===== src/rtl/cpu_pkg.sv =====
// Shared types for the pipeline control slice.
// Controller state, NOP word and scoreboard slot.
package cpu_pkg;

  typedef enum logic [1:0] {
    RUN      = 2'd0,
    STALL    = 2'd1,
    REDIRECT = 2'd2
  } ctrl_state_t;

  localparam logic [31:0] NOP_INSN = 32'h0000_0013;

  typedef struct packed {
    logic       valid;
    logic [4:0] rd;
  } sb_slot_t;

endpackage


===== src/rtl/hazard_scoreboard.sv =====
// In-flight destination scoreboard (E -> M -> W).
// Flags RAW hazards against the decode sources.
import cpu_pkg::*;

module hazard_scoreboard #(
  parameter int DEPTH = 3
) (
  input  logic       clk,
  input  logic       reset,
  input  sb_slot_t   push,
  input  logic       d_valid,
  input  logic [4:0] d_rs1,
  input  logic [4:0] d_rs2,
  input  logic       d_use_rs1,
  input  logic       d_use_rs2,
  output logic       hazard
);

  sb_slot_t [DEPTH-1:0] slots;
  logic m1;
  logic m2;

  always_ff @(posedge clk or posedge reset) begin
    if (reset) begin
      slots <= '0;
    end else begin
      slots[0] <= push;
      for (int i = 1; i < DEPTH; i++) begin
        slots[i] <= slots[i-1];
      end
    end
  end

  // W still counts: the bank writes at the end of writeback
  always_comb begin
    m1 = 1'b0;
    m2 = 1'b0;
    for (int i = 0; i < DEPTH; i++) begin
      m1 = m1 | (slots[i].valid &
                 (slots[i].rd == d_rs1));
      m2 = m2 | (slots[i].valid &
                 (slots[i].rd == d_rs2));
    end
    m1 = m1 & (|d_rs1);
    m2 = m2 & (|d_rs2);
  end

  assign hazard = d_valid &
                  ((d_use_rs1 & m1) |
                   (d_use_rs2 & m2));

endmodule


===== src/rtl/pipeline_controller.sv =====
// Interlock and redirect controller for the 5-stage pipe.
// Stalls on RAW hazards, flushes on execute redirects.
import cpu_pkg::*;

module pipeline_controller #(
  parameter int          DEPTH = 3,
  parameter int          CNT_W = 32,
  parameter logic [31:0] NOP   = NOP_INSN
) (
  input  logic             clk,
  input  logic             reset,
  input  logic             d_valid,
  input  logic [4:0]       d_rs1,
  input  logic [4:0]       d_rs2,
  input  logic             d_use_rs1,
  input  logic             d_use_rs2,
  input  logic [4:0]       d_rd,
  input  logic             d_regwrite,
  input  logic             e_redirect,
  output logic             pc_en,
  output logic             dbuf_en,
  output logic             dbuf_flush,
  output logic             ebuf_bubble,
  output logic [1:0]       state,
  output logic [CNT_W-1:0] stall_cycles,
  output logic [CNT_W-1:0] flush_events
);

  logic        hazard;
  logic        redir;
  logic        stall;
  logic        unused_nop;
  sb_slot_t    push;
  ctrl_state_t act;
  ctrl_state_t state_q;

  assign unused_nop = ^NOP;

  // Wrong-path decode work never enters the scoreboard
  assign push = '{
    valid: d_valid & d_regwrite & (|d_rd) &
           ~hazard & ~e_redirect,
    rd:    d_rd
  };

  hazard_scoreboard #(
    .DEPTH(DEPTH)
  ) u_sb (
    .clk      (clk),
    .reset    (reset),
    .push     (push),
    .d_valid  (d_valid),
    .d_rs1    (d_rs1),
    .d_rs2    (d_rs2),
    .d_use_rs1(d_use_rs1),
    .d_use_rs2(d_use_rs2),
    .hazard   (hazard)
  );

  assign redir = ~reset & e_redirect;
  assign stall = ~reset & ~e_redirect & hazard;

  always_comb begin
    act         = RUN;
    pc_en       = 1'b1;
    dbuf_en     = 1'b1;
    dbuf_flush  = 1'b0;
    ebuf_bubble = 1'b0;
    unique case (1'b1)
      redir: begin
        act         = REDIRECT;
        dbuf_flush  = 1'b1;
        ebuf_bubble = 1'b1;
      end
      stall: begin
        act         = STALL;
        pc_en       = 1'b0;
        dbuf_en     = 1'b0;
        ebuf_bubble = 1'b1;
      end
      default: begin
        act = RUN;
      end
    endcase
  end

  always_ff @(posedge clk or posedge reset) begin
    if (reset) begin
      state_q      <= RUN;
      stall_cycles <= '0;
      flush_events <= '0;
    end else begin
      state_q <= act;
      if (stall && ~&stall_cycles) begin
        stall_cycles <= stall_cycles + 1'b1;
      end
      if (redir && ~&flush_events) begin
        flush_events <= flush_events + 1'b1;
      end
    end
  end

  assign state = state_q;

endmodule


===== config.mk =====
export PLATFORM = sky130hd
export DESIGN_NAME = pipeline_controller
export DESIGN_NICKNAME = d
export VERILOG_FILES = /design/src/rtl/cpu_pkg.sv /design/src/rtl/hazard_scoreboard.sv /design/src/rtl/pipeline_controller.sv
export SDC_FILE = /design/constraint.sdc
export NUM_CORES = 1
export LEC_CHECK = 0
export CAP_MARGIN = 5
export CORE_MARGIN = 5
export CORE_UTILIZATION = 30
export CTS_CLUSTER_DIAMETER = 60
export DETAILED_ROUTE_END_ITERATION = 10
export GPL_ROUTABILITY_DRIVEN = 1
export HOLD_SLACK_MARGIN = 0.02
export PLACE_DENSITY = 0.64
export SLEW_MARGIN = 20
export SYNTH_ARGS = -nofsm -noshare
export SYNTH_HDL_FRONTEND = slang
export SYNTH_SLANG_ARGS = --single-unit

===== constraint.sdc =====
create_clock -name clk -period 6.8 [get_ports clk]
set_clock_uncertainty 0.1 [all_clocks]
set_input_delay 1.36 -clock clk [delete_from_list [all_inputs] [get_ports clk]]
set_output_delay 1.36 -clock clk [all_outputs]
set_load 0.1 [all_outputs]

### Word-level counts from Yosys, hierarchy flattened

Index checks and enable logic that the tools add are counted.

| storage, ports and cells | value |
|---|---|
| register bits | 84 |
| bits in latches | 0 |
| bits in writable memories | 0 |
| memory bits (read-only) | 0 |
| bits of input ports | 22 |
| output and inout bits | 70 |
| logic and storage cells | 57 |
| memories | 0 |

| cells by class | value |
|---|---|
| $add $sub $neg | 2 |
| multiply operators | 0 |
| div/mod/pow operators | 0 |
| order comparisons | 0 |
| equal/unequal tests | 6 |
| shift-type cells | 0 |
| muxes and demuxes | 4 |
| bitwise logic cells | 26 |
| reductions and logical operators | 10 |

Operators with widths:

| kind | number |
|---|---|
| 32-bit by 1-bit adder with 32-bit output (second input constant) | 2 |
| 32-bit AND reduction | 2 |
| 5-bit equality test | 6 |
| 1-bit bitwise AND | 18 |
| 5-bit OR reduction | 3 |
| 1-bit bitwise OR | 5 |
| 2-bit case mux with 2 select lines | 1 |
| 1-bit two-way mux | 3 |
| 1-bit NOT | 3 |
| 1-bit logical AND | 2 |
| 1-bit zero test | 2 |
| 2-bit OR reduction | 1 |

### Depth between registers and ports, before layout

Gate-level depths: netlist (run 1).

| logic depth | value |
|---|---|
| word-level depth | 11 |
| gate-level depth with buffers | 9 |
| depth with buffers taken out | 8 |

### Cells and area by module

From an unflattened synthesis (run 1), not the netlist that was laid out.

| second synthesis, totals | value |
|---|---|
| cell total of the unflattened synthesis | 373 |
| area total of the unflattened synthesis | 4051.4 um^2 |

By module, submodules not included:

| module | instances | cells an instance | area an instance (um^2) | seq. area each (um^2) |
|---|---|---|---|---|
| pipeline_controller | 1 | 305 | 3218.1 | 1651.6 |
| hazard_scoreboard | 1 | 68 | 833.3 | 450.4 |

### Least setup slack after synthesis (run 1)

Ideal clock, no wire load.

| timing | value |
|---|---|
| path kind | in2out |
| from | in reset |
| to | out ebuf_bubble |
| arrival | 5.339 ns |
| required time | 5.340 ns |
| slack | 0.001 ns |
| stages on the path | 5 |
| path buffers | 0 |
| path through | inv_1 nand3_1 a21oi_1 inv_1 nand2_1 |

| on the way | value |
|---|---|
| longest elaborated chain between the ends | 5 |
| elaborated cells between the ends (all ways) | 6 |
| classes of those cells | mux: 1; bitwise: 4; reduce/logical: 1 |

RTL lines:

| what | line | source |
|---|---|---|
| start, declared | pipeline_controller.sv:11 | `input logic reset,` |
| 1-bit NOT (*) | pipeline_controller.sv:60, pipeline_controller.sv:61 |  |
| 1-bit bitwise AND (2 in a row) | pipeline_controller.sv:61 | `assign stall = ~reset & ~e_redirect & hazard;` |
| 2-bit OR reduction (no source line) (*) | - |  |
| 1-bit two-way mux (*) | pipeline_controller.sv:69 | `unique case (1'b1)` |
| end, declared | pipeline_controller.sv:23 | `output logic ebuf_bubble,` |

Every way passes the cells marked *; elsewhere a longest branch is shown, timed or not.

### Worst setup path after layout (run 1)

| timing | value |
|---|---|
| from | in reset |
| to | out dbuf_flush |

| on the way | value |
|---|---|
| longest elaborated chain between the ends | 3 |

RTL lines:

| what | line | source |
|---|---|---|
| 1-bit NOT | pipeline_controller.sv:60 | `assign redir = ~reset & e_redirect;` |
| 1-bit bitwise AND | pipeline_controller.sv:60 |  |
| 1-bit two-way mux | pipeline_controller.sv:69 |  |
| end, declared | pipeline_controller.sv:22 | `output logic dbuf_flush,` |

No other way between the ends.

==> results of run 1 <==
logic make-up (layout without fill, tap and decap cells):
kind of cell             Yosys count  count (layout)  synth area share (%)
AO/OA/AOI/OAI                     11              11                 2.465
XOR/XNOR                          92              92                 20.61
adder cells (fa/ha/maj)            2               2                0.6401
buffers and inverters             13             116                 1.760
flip-flops                        84              84                 53.78
multiplexers                       2               2                0.5761
AND/OR/NAND/NOR                  143             143                 20.17
per-stage QoR:
step	hold slack [ns]	cell area, sq um	utilization, %	instances
6_report	0.3195	5300	41.66	622
4_1_cts	0.3133	5300	41.66	622
5_1_grt	0.3287	5300	41.66	622
2_1_floorplan	0.2731	3909	-	347
3_5_place_dp	0.3073	4997	39.28	606
3_3_place_gp	0.2991	4997	39.28	606
flip-flops by register name, indices dropped and copies added (netlist names):
signal / cells
flush_events: 32
u_sb.slots: 18
stall_cycles: 32
state: 2
layer usage:
metal	share of wire, %	routed length [microns]
met4	1.9	179
met2	48	4517
met1	44	4120
met3	6.3	593
met5	0	0
critical path: cells and delay by family:
| family | cells | cell delay, ns |
|---|---|---|
| simple gates | 1 | 0.35 |
| buf+inv | 4 | 2.10 |
power by group:
part           leakage (nW)  internal (mW)  total (mW)  switching (mW)
Combinational         0.923         0.0672       0.254           0.187
Clock                 0.146          0.296       0.495           0.199
Sequential             1.12          0.523       0.557          0.0342
Total                  2.19          0.886        1.31           0.421
cell type report:
cell class | count | area share, %
clock buffers | 11 | 4.580
flip-flops and latches | 84 | 39.66
inverters | 8 | 0.5902
clock inverters | 5 | 1.133
multi-input cells | 250 | 32.79
well taps | 172 | 4.060
repair buffers | 92 | 17.19
final timing paths:
check | startpoint | endpoint | slack [ns] | cells past startpoint
worst max-delay path | reset | dbuf_flush | 1.52 | 5
worst min-delay path | u_sb.slots[11]$_DFF_PP0_ | u_sb.slots[17]$_DFF_PP0_ | 0.32 | 0
worst max register to register | stall_cycles[0]$_DFFE_PP0P_ | stall_cycles[1]$_DFFE_PP0P_ | 4.00 | 7
worst min register to register | u_sb.slots[11]$_DFF_PP0_ | u_sb.slots[17]$_DFF_PP0_ | 0.32 | 0
max in group asynchronous | reset | stall_cycles[29]$_DFFE_PP0P_ | 4.21 | 3
min in group asynchronous | reset | flush_events[26]$_DFFE_PP0P_ | 1.30 | 2
placed cells by master (no fill, tap or decap), drive strengths merged:
master and n:
nor2 18, a31o 2, mux2 2, clkinv 3, nand3b 1, bufinv 1, clkinvlp 1, a21oi 3
inv 8, or4 3, buf 4, and4 8, dfrtp 84, nor3b 1, nand4b 5, and3 10
nand3 32, a31oi 1, nor3 5, ha 2, clkbuf 11, xnor2 58, nand4 23, clkdlybuf4s50 88
a211oi 2, and2 4, o21ai 2, o2111ai 1, nand2 26, nor4 7, xor2 34
==> metrics, run 1 <==
status=completed; final setup fails=0; first-pass GRT wire length=15910 microns; Detail Route Antenna Nets=0; post-synth top area share=53.78%; Syn Std Cell Area=3909 sq um; slowest stage delay, CP=1.00 ns; critical path cell sequence=clkdlybuf4s50_1, clkinv_2, nand2_1, inv_1, clkdlybuf4s50_1; Via density=4.756; critical path arrival=3.82 ns; clk buf depth=2; die height=124.1 microns; root buffer cell=clkbuf_16; top post-synthesis cells by count=84 x dfrtp_1, 58 x xnor2_1, 34 x xor2_1; Seq/Total Area, Yosys=53.78%; Worst Path Required=5.34 ns; global-route met1 utilization=17.03%; final worst-path cycle share=77.69%; Crit Path Category=in -> out; Rows=41; TNS Setup=0 ns; multi-input logic area=1738 sq um; post-synthesis cell count=347; Wirelength per Cell=15.13 microns; Clock transition at path regs=0.06 ns; post-CTS sizing=0; CTS tree=built; die area=15410 sq um; # Post-CTS Setup Buffers=0; largest area contributor in the netlist=dfrtp_1; Synth area leaders=dfrtp_1 54%, xnor2_1 13%, xor2_1 7.6%; total wire length=9411 microns; gr usage total=13.27%; Worst path most repeated cell=clkdlybuf4s50_1; vias in the first global route=3141; largest net degree at the start of global routing=54; Tmin final=5.283 ns; Final HPWL DP=6948 microns; Clock Latency Late Sink=0.34 ns; Core Region=12720 sq um; I/O pin count=92; layout cells sized above 1=6.444%; H-tree Lvls=3; post-synth net total=371; CP max stage cell=clkdlybuf4s50_1; CP Capture Type=primary output; Initial Utilization=30.72%; most instantiated library cell after synthesis=dfrtp_1; IO Port Bufs=91; Yosys Warn Count=0; Slew Limit Fails=0; Seq. cell area=2102 sq um; Layout area overhead=35.60%; Leak=2.186 nW; initial antenna violation count=0; CTS Buf Count=9; M3 GR Usage=3.315%; Seq cells post-synth=84; pwr dens=246.6 nW/um^2; grt met2 use=21.32%; max-cap violations=0; syn_area_per_cell=11.26 sq um; ANT cells=0; crit path max fanout=35; Clock Sinks=84; Peak supply drop=0.2785 mV; Die Span X=124.1 microns; number of flops mapped to enable cells by yosys=0; RSZ-0062 raised after global routing=no; GR Overflow Total=0; filler cell count=1258; DRT Pass-1 Iters=4; Peak Freq=189.3 MHz; gr busiest metal=met2; Main synth FF type=dfrtp_1; total power=1.307 mW; Setup WS pre-CTS=1.444 ns; Unique masters post-synth=32; # DRC=0; cts-stage hold buffer count=0; Setup crit start kind=input pin; final hold violation count=0; Slew headroom=33.39%; post-route worst setup slack=1.517 ns; FFs w/ async S/R, synth=100.0%; Iteration-0 DRC Markers=229; via count=2958; final estimated routing congestion in global placement=0.8601; Final #Nets=469; HP Class=reg -> reg; Worst-Margin Slew=0.9961 ns
Power figures use the tool's default switching activity.
==> run 2, diff against run 1 <==
--- a/config.mk
+++ b/config.mk
@@ -12,7 +12,7 @@
 export DETAILED_ROUTE_END_ITERATION = 10
 export GPL_ROUTABILITY_DRIVEN = 1
 export HOLD_SLACK_MARGIN = 0.02
-export PLACE_DENSITY = 0.64
+export PLACE_DENSITY = 0.66
 export SLEW_MARGIN = 20
 export SYNTH_ARGS = -nofsm -noshare
 export SYNTH_HDL_FRONTEND = slang
==> constraint.sdc (replaced) <==
create_clock -name clk -period 4.3 [get_ports clk]
set_clock_uncertainty 0.1 [all_clocks]
set_input_delay 0.86 -clock clk [delete_from_list [all_inputs] [get_ports clk]]
set_output_delay 0.86 -clock clk [all_outputs]
set_load 0.1 [all_outputs]
==> run 2 against run 1 <==
Clock-buffer cell count is 2 lower. Final area increased by 2.9%. Clock power grew 81%. Core utilization grew 1.2 points. Worst setup slack worse by 1.3 ns. Critical path depth is 4 higher. Power up 67%. Die area unchanged. First-iteration DRC count fell by 27%. Largest power group is now clock.
==> metrics, run 2 (synthesized netlist as in run 1, its figures left out) <==
GR Overflow Total=0 (unchanged); Clock transition at path regs=0.06 ns (about the same); Final #Nets=472 (+0.64%); hold_ws=0.3238 ns (+0.004249 ns); most common cell after layout, fill and taps aside=clkdlybuf4s50_1; fin area=5455 sq um (+2.9%); fin util=42.88% (+1.2 points); die area=15410 sq um (unchanged); Worst Path Required=3.34 ns (-2.00 ns); max-cap violations=0 (unchanged); Clock Latency Late Sink=0.34 ns (about the same); vias in the first global route=3049 (-2.9%); Peak supply drop=0.1822 mV (-35%); filler cell count=1228 (-2.4%); Iteration-0 DRC Markers=167 (-27%); Tmin final=4.055 ns; Peak Freq=246.6 MHz; cts-stage hold buffer count=0 (unchanged); largest net degree at the start of global routing=53 (-1.9%); Setup crit start kind=input pin; I/O pin count=92 (unchanged); Final HPWL DP=7053 microns (+1.5%); ANT cells=0 (unchanged); post-CTS sizing=0 (unchanged); Layout area overhead=39.56%; reg2reg start=stall_cycles[6]$_DFFE_PP0P_; kind of cell adding the most delay to the critical path=buffers and inverters; Crit Path Category=in -> out; status=completed; CP startpoint=d_rs1[4]; gr usage total=13.13% (-0.14 points); CP Buf/Inv Count=3 (-1); HP Start=u_sb.slots[11]$_DFF_PP0_; slowest stage delay, CP=0.51 ns (-0.49 ns); Core Region=12720 sq um (unchanged); Detail Route Antenna Nets=0 (unchanged); Area after DPL=5106 sq um (+2.2%); CP Capture Type=primary output; Slew headroom=32.00% (-1.4 points); Die Span X=124.1 microns (unchanged); CP max stage cell=clkdlybuf4s50_1; layout cells sized above 1=8.389% (+1.9 points); initial antenna violation count=0 (unchanged); TNS Setup=0 ns (unchanged); clk buf depth=2 (unchanged); Rows=41 (unchanged); via count=2982 (+0.81%); Initial Utilization=30.72% (unchanged); pwr dens=400.9 nW/um^2 (+63%); # Post-CTS Setup Buffers=0 (unchanged); H-tree Lvls=3 (unchanged); critical path cell sequence=clkdlybuf4s50_1, xor2_1, nor4_1, nand3_1, a31o_2, a21oi_2, clkinvlp_4, nand2_8, buf_12; final estimated routing congestion in global placement=0.9224 (+7.2%); crit path max fanout=4 (-89%); RSZ-0062 raised after global routing=no; final worst-path cycle share=94.31%; total wire length=9445 microns (+0.36%); critical path arrival=3.10 ns (-0.72 ns); DP Cell Count=609 (+0.50%); Clock Sinks=84 (unchanged); # DRC=0 (unchanged); CTS Buf Count=9 (unchanged); Leak=2.237 nW (+2.3%); Worst-Margin Slew=1.017 ns (+0.02080 ns); R2R Setup Slk=1.75 ns (-2.25 ns); final setup fails=0 (unchanged); Slew Limit Fails=0 (unchanged); largest registers=flush_events (32), stall_cycles (32), u_sb.slots (18); Wirelength per Cell=15.11 microns (-0.12%); most frequent cells in the layout=87 x clkdlybuf4s50_1, 84 x dfrtp_1, 58 x xnor2_1; final hold violation count=0 (unchanged); Via density=4.771 (+0.33%); first-pass GRT wire length=15630 microns (-1.8%); IO Port Bufs=91 (unchanged); Layout Cells excl Fill=625 (+0.48%); HP Class=reg -> reg; DRT Pass-1 Iters=4 (unchanged); CTS tree=built; root buffer cell=clkbuf_16; die height=124.1 microns (unchanged)
-- run 2: changes by cell type in the layout (fill, tap and decap cells not counted), moves of 2 or more --
cell | before | now
clkinv_2 | 2 | 0
buf_12 | 0 | 4
clkinvlp_4 | 1 | 5
bufinv_16 | 1 | 3
-- run 2: final timing paths --
kind                                                end  cells after the start
max                                         ebuf_bubble                      9
max reg2reg                 stall_cycles[1]$_DFFE_PP0P_                      7
min in group asynchronous   flush_events[9]$_DFFE_PP0P_                      3
min                            u_sb.slots[17]$_DFF_PP0_                      0
max in group asynchronous  stall_cycles[30]$_DFFE_PP0P_                      3
min reg2reg                    u_sb.slots[17]$_DFF_PP0_                      0
-- run 2: per-stage QoR --
step	power (mW)	worst slack (ns)
2_1_floorplan	1.179	0.01246
4_1_cts	2.215	0.2009
6_report	2.187	0.2448
5_1_grt	2.269	0.07487
3_3_place_gp	1.301	0.2444
3_5_place_dp	1.307	0.2139
-- run 2: per-layer routing --
layer / part of all wire [%] / track usage (%)
met5: 0 / 0
met4: 1.5 / 4.791
met3: 6.4 / 4.405
met2: 48 / 20.81
met1: 45 / 16.70
-- run 2: area by class of cell --
cell class	instances	area (sq um)	area share [%]
flip-flops and latches	84	2102	38.53
multi-input cells	250	1770	32.45
repair buffers	95	980.9	17.98
clock buffers	9	225.2	4.128
well taps	172	215.2	3.945
clock inverters	7	123.9	2.271
inverters	8	37.54	0.6881
-- run 2: where the power goes --
group / switching (mW) / internal, mW
logic: 0.302 / 0.111
registers: 0.0515 / 0.827
clock network: 0.324 / 0.571
-- run 2: worst reg2reg max path, delay by kind of cell (launching register included) --
family / cells / cell delay (ns)
and+or+nand+nor: 4 / 1.31
AOI/OAI and AO/OA: 1 / 0.07
buffers and inverters: 1 / 0.22
DFF: 1 / 0.46
muxes: 1 / 0.29
